File: src/rtl/button_event_decoder.sv
// Classifies a debounced button level into single-cycle press/release/short/long/double-click pulses.
// Optional auto-repeat while held past a long press is enabled by defining AUTO_REPEAT_EN.
//
// state       | meaning
// ------------+-----------------------------------------------------------
// S_IDLE      | button released, no sequence in progress
// S_PRESSED   | first press held, timing towards long press
// S_LONG_HELD | long press reported, waiting for release (repeats if enabled)
// S_WAIT_DC   | short press released, waiting for a second press in window
// S_SECOND    | second press of a double click held, waiting for release
module button_event_decoder #(
   parameter int  SYSCLK_FREQ         = 24000000,
   parameter real LONG_PRESS_DELAY    = 0.500,
   parameter real DOUBLE_CLICK_WINDOW = 0.250,
   parameter real REPEAT_PERIOD       = 0.100
) (
   input  logic clk,
   input  logic rst_n,
   input  logic db_in,
   output logic held,
   output logic press_pulse,
   output logic release_pulse,
   output logic short_press,
   output logic long_press,
   output logic double_click,
   output logic repeat_pulse
);

   localparam int LONG_CNT = int'(real'(SYSCLK_FREQ) * LONG_PRESS_DELAY);
   localparam int DC_CNT   = int'(real'(SYSCLK_FREQ) * DOUBLE_CLICK_WINDOW);
   localparam bit DC_EN    = (DC_CNT > 0);
   localparam int CNT_MAX  = (LONG_CNT > DC_CNT) ? LONG_CNT : DC_CNT;
   localparam int CW       = (CNT_MAX < 1) ? 1 : $clog2(CNT_MAX + 1);

   localparam logic [CW-1:0] LONG_TC = CW'(LONG_CNT - 1);
   localparam logic [CW-1:0] DC_TC   = DC_EN ? CW'(DC_CNT - 1) : '0;

   typedef enum logic [2:0] {
      S_IDLE,
      S_PRESSED,
      S_LONG_HELD,
      S_WAIT_DC,
      S_SECOND
   } state_t;

   state_t        state, state_nx;
   logic [CW-1:0] cnt;
   logic          db_q;
   logic          rise, fall;
   logic          short_nx, long_nx, dc_nx;

   assign rise = db_in & ~db_q;
   assign fall = ~db_in & db_q;

   always_comb begin
      state_nx = state;
      short_nx = 1'b0;
      long_nx  = 1'b0;
      dc_nx    = 1'b0;
      case (state)
         S_IDLE: begin
            if (rise) state_nx = S_PRESSED;
         end
         S_PRESSED: begin
            if (fall) begin
               if (DC_EN) begin
                  state_nx = S_WAIT_DC;
               end else begin
                  state_nx = S_IDLE;
                  short_nx = 1'b1;
               end
            end else if (db_in && (cnt == LONG_TC)) begin
               state_nx = S_LONG_HELD;
               long_nx  = 1'b1;
            end
         end
         S_LONG_HELD: begin
            if (fall) state_nx = S_IDLE;
         end
         S_WAIT_DC: begin
            // a second press on the timeout cycle still counts as a double click
            if (rise) begin
               state_nx = S_SECOND;
               dc_nx    = 1'b1;
            end else if (cnt == DC_TC) begin
               state_nx = S_IDLE;
               short_nx = 1'b1;
            end
         end
         S_SECOND: begin
            if (fall) state_nx = S_IDLE;
         end
         default: state_nx = S_IDLE;
      endcase
   end

   always_ff @(posedge clk or negedge rst_n) begin
      if (!rst_n) begin
         state         <= S_IDLE;
         cnt           <= '0;
         db_q          <= 1'b0;
         held          <= 1'b0;
         press_pulse   <= 1'b0;
         release_pulse <= 1'b0;
         short_press   <= 1'b0;
         long_press    <= 1'b0;
         double_click  <= 1'b0;
      end else begin
         state         <= state_nx;
         db_q          <= db_in;
         held          <= db_in;
         press_pulse   <= rise;
         release_pulse <= fall;
         short_press   <= short_nx;
         long_press    <= long_nx;
         double_click  <= dc_nx;
         if (state_nx != state) begin
            cnt <= '0;
         end else if (cnt != '1) begin
            cnt <= cnt + 1'b1;
         end
      end
   end

`ifdef AUTO_REPEAT_EN
   localparam int REP_CNT = int'(real'(SYSCLK_FREQ) * REPEAT_PERIOD);
   localparam int RW      = (REP_CNT < 1) ? 1 : $clog2(REP_CNT + 1);
   localparam logic [RW-1:0] REP_TC = (REP_CNT > 0) ? RW'(REP_CNT - 1) : '0;

   logic [RW-1:0] rep_cnt;
   logic          rep_hit;

   // db_in low here means a fall on the terminal cycle, which suppresses the repeat
   assign rep_hit = (state == S_LONG_HELD) && db_in && (rep_cnt == REP_TC);

   always_ff @(posedge clk or negedge rst_n) begin
      if (!rst_n) begin
         rep_cnt      <= '0;
         repeat_pulse <= 1'b0;
      end else begin
         repeat_pulse <= rep_hit;
         if ((state != S_LONG_HELD) || (state_nx != S_LONG_HELD) || rep_hit) begin
            rep_cnt <= '0;
         end else if (rep_cnt != '1) begin
            rep_cnt <= rep_cnt + 1'b1;
         end
      end
   end
`else
   assign repeat_pulse = 1'b0;
`endif

endmodule

File: config.mk
export PLATFORM = sky130hd
export DESIGN_NAME = button_event_decoder
export DESIGN_NICKNAME = d
export VERILOG_FILES = /design/src/rtl/button_event_decoder.sv
export SDC_FILE = /design/constraint.sdc
export NUM_CORES = 1
export LEC_CHECK = 0
export CORE_MARGIN = 8
export CORE_UTILIZATION = 44
export CTS_CLUSTER_SIZE = 40
export DETAILED_ROUTE_END_ITERATION = 8
export GPL_TIMING_DRIVEN = 0
export PLACE_DENSITY = 0.6
export SKIP_LAST_GASP = 1
export SLEW_MARGIN = 20
export SYNTH_ARGS = -nofsm -noshare
export SYNTH_HDL_FRONTEND = slang
export SYNTH_SLANG_ARGS = --single-unit
File: constraint.sdc
create_clock -name clk -period 4.7 [get_ports clk]
set_clock_uncertainty 0.05 [all_clocks]
set_input_delay 0.705 -clock clk [delete_from_list [all_inputs] [get_ports clk]]
set_output_delay 0.705 -clock clk [all_outputs]
set_load 0.02 [all_outputs]
==> impl_metrics.toml <==
[clock_tree]
cts_setup_buffers = 0
postCtsHoldBufs = 0
h-tree-depth = 2
cts_resized = 0
cts.path.max_buffers = 2
clkTransAtPathRegs_ns = 0.06
cts_made_buffers = 5
cts_tree = "built"
insertion_delay_ns = 0.28
clockRootBuffer = "clkbuf_8"
cts_sinks = 33

[sta]
hold_viol = 0
setup_viol = 0
rsz0062_at_grt = "no"
maxSlewHeadroom = 0.5545
tns_ns = 0
hold_ws_ns = 0.2900
worst_pin_slew_ns = 0.6514
fin_crit_ns = 2.632
slew_violations = 0
fin_crit_sh = 0.5600
fmax_mhz = 379.9

[worst_setup_path]
crit_slowest_cell = "nor4_1"
rr_worst_depth = 8
critical_path.top_delay_family = "simple AND/OR/NAND/NOR gates"
critPathBufInv = 2
worstSetupEndpointType = "register"
crit_arrival_ns = 2.75
path_cells = "ha_1 > nand4_1 > nor4_1 > and2_1 > buf_2 > buf_2 > mux2i_1 > nor2_1"
cp_data_required_time_ns = 4.82
worstSetupPathType = "register to register"
reg2reg_from = "cnt[0]"
crit_fanout = 10
crit_path_start = "cnt[0]"
start_kind = "register"
timing.rr.end = "cnt[1]"
cp_slowest_stage_delay_ns = 0.63
crit_top_cell = "buf_2"
rrSetupSlack_ns = 2.07

[drt]
vias = 1647
via_per_inst = 6.055
route.detailed.drc = 0
drtIter0Drc = 184
ant_nets = 0
wirelength_um = 4350
wl_per_cell_um = 15.99
drt_first_pass_iters = 4

[synth]
syn-cell-area_um2 = 1892
synth_edf_count = 0
yosysTopAreaCell = "dfrtp_1"
synth.area.top_cells = "dfrtp_1, xnor2_1, nor2_1"
syn_inst = 204
synth.top_cell.area_share = 0.4365
synth_area_per_cell_um2 = 9.274
ys_seq_elements = 33
synth_warnings = 0
ys.flop_type = "dfrtp_1"
ys_seq_area_frac = 0.4365
synthDistinctLibCells = 44
async_flop_share = 1.000
syn_nets = 208

[pwr]
p_seq_frac = 0.447
pwr-share-clk = 0.285
leakage_uw = 0.0008154
ir_worst_vdd_v = 0.0001566
p_per_area_nw_per_um2 = 350.1
p_sw_uw = 248.6
p_sw_frac = 0.3310
p_int_uw = 502.6
combPwrFrac = 0.268

[die]
dieArea_um2 = 6654
rows = 24
core-area_um2 = 4234
die_w_um = 81.57
initial_core_util = 0.4468
dieHeight_um = 81.57
io_pins = 10

[layout]
fillers = 395
area_delta_synth_final_pct = 13.43
layout_commonest_cell = "dfrtp_1"
final_layout_size_suffix_gt1_frac = 0.1000
diodes = 0
layout_common_cells = "dfrtp_1, nor2_1, nand3_1, nand2_1, a21oi_1"
nets = 224

[placement]
place.gp.congestion = 0.8290
dp_hpwl_um = 3134
numPortBuffers = 8

[global_routing]
grt_pass1_vias = 1605
antenna_found_initial = 0
grt_use_total = 0.1420
grt_pass1_wl_um = 7445
grt-ovfl-total = 0
grt_max_degree = 20

[hold_path]
hold_path.class = "input port to async pin"

[run]
drv_cap = 0

[outcome]
outcome = "finished clean"
## cell usage after synthesis (all sizes together), types with 3 or more instances
library cell,n
or3,6
a2111oi,5
o21ai,5
and3,3
nand2,12
nand3,14
nor2,25
clkbuf,7
nand2b,3
or4,9
nor3,8
dfrtp,33
and4,4
o31ai,8
a21oi,13
buf,7
nand4,7
a211oi,3
xnor2,11
## routing by layer
| metal | vias up | share of wire | global-route usage |
|---|---|---|---|
| met3 | 4 | 0.052 | 0.03173 |
| li1 | 783 | - | - |
| met5 | - | 0 | 0 |
| met2 | 36 | 0.51 | 0.2418 |
| met1 | 824 | 0.43 | 0.1663 |
| met4 | 0 | 0.011 | 0.06667 |
## power by group through the flow
stage / clock network (µW) / registers [µW] / logic [µW]
4_1_cts: 221 / 335 / 204
6_report: 214 / 336 / 201
5_1_grt: 237 / 339 / 226
3_3_place_gp: 0 / 339 / 196
2_1_floorplan: 0 / 337 / 145
3_5_place_dp: 0 / 340 / 203
## stage by stage
step             util  setup WS, ns  power [µW]  cells  area, µm²
2_1_floorplan       -         2.448       481.8    204       1892
3_3_place_gp   0.4811         1.859       534.8    264       2037
3_5_place_dp   0.4864         1.839       543.7    265       2059
4_1_cts        0.5068         2.087       760.3    272       2146
5_1_grt        0.5068         1.835       801.3    272       2146
6_report       0.5068         2.068       751.2    272       2146
## layout make-up
| cell class | instances | area [µm²] | area share |
|---|---|---|---|
| Inverter | 1 | 3.754 | 0.001749 |
| Clock buffer | 7 | 86.33 | 0.04023 |
| Sequential cell | 33 | 825.8 | 0.3848 |
| Tap cell | 52 | 65.06 | 0.03032 |
| Multi-Input combinational cell | 156 | 987.2 | 0.4601 |
| Buffer | 14 | 75.07 | 0.03499 |
| Timing Repair Buffer | 9 | 102.6 | 0.04781 |
## sequential cells by signal (all words and copies together), names as in the netlist
register,cells
short_press,1
double_click,1
release_pulse,1
cnt,24
press_pulse,1
long_press,1
state,3
db_q,1
## worst max-delay path by stage
stage / endpoint / slack, ns / depth (start not counted)
floorplan: cnt[7] / 2.45 / 6
global placement: cnt[14] / 1.86 / 7
detailed placement: cnt[7] / 1.84 / 7
CTS: cnt[1] / 2.09 / 8
global route: cnt[1] / 1.84 / 8
finish: cnt[1] / 2.07 / 8
## cells by family after synthesis
kind of cell,count (synthesis),synth area share
simple gates,102,0.3062
mux,3,0.01653
fa+ha+maj,2,0.01190
flops,33,0.4365
other cells,1,0.001982
xor+xnor,12,0.05556
compound gates,36,0.1296
buf+inv,15,0.04166
(Power assumes the default switching activity.)
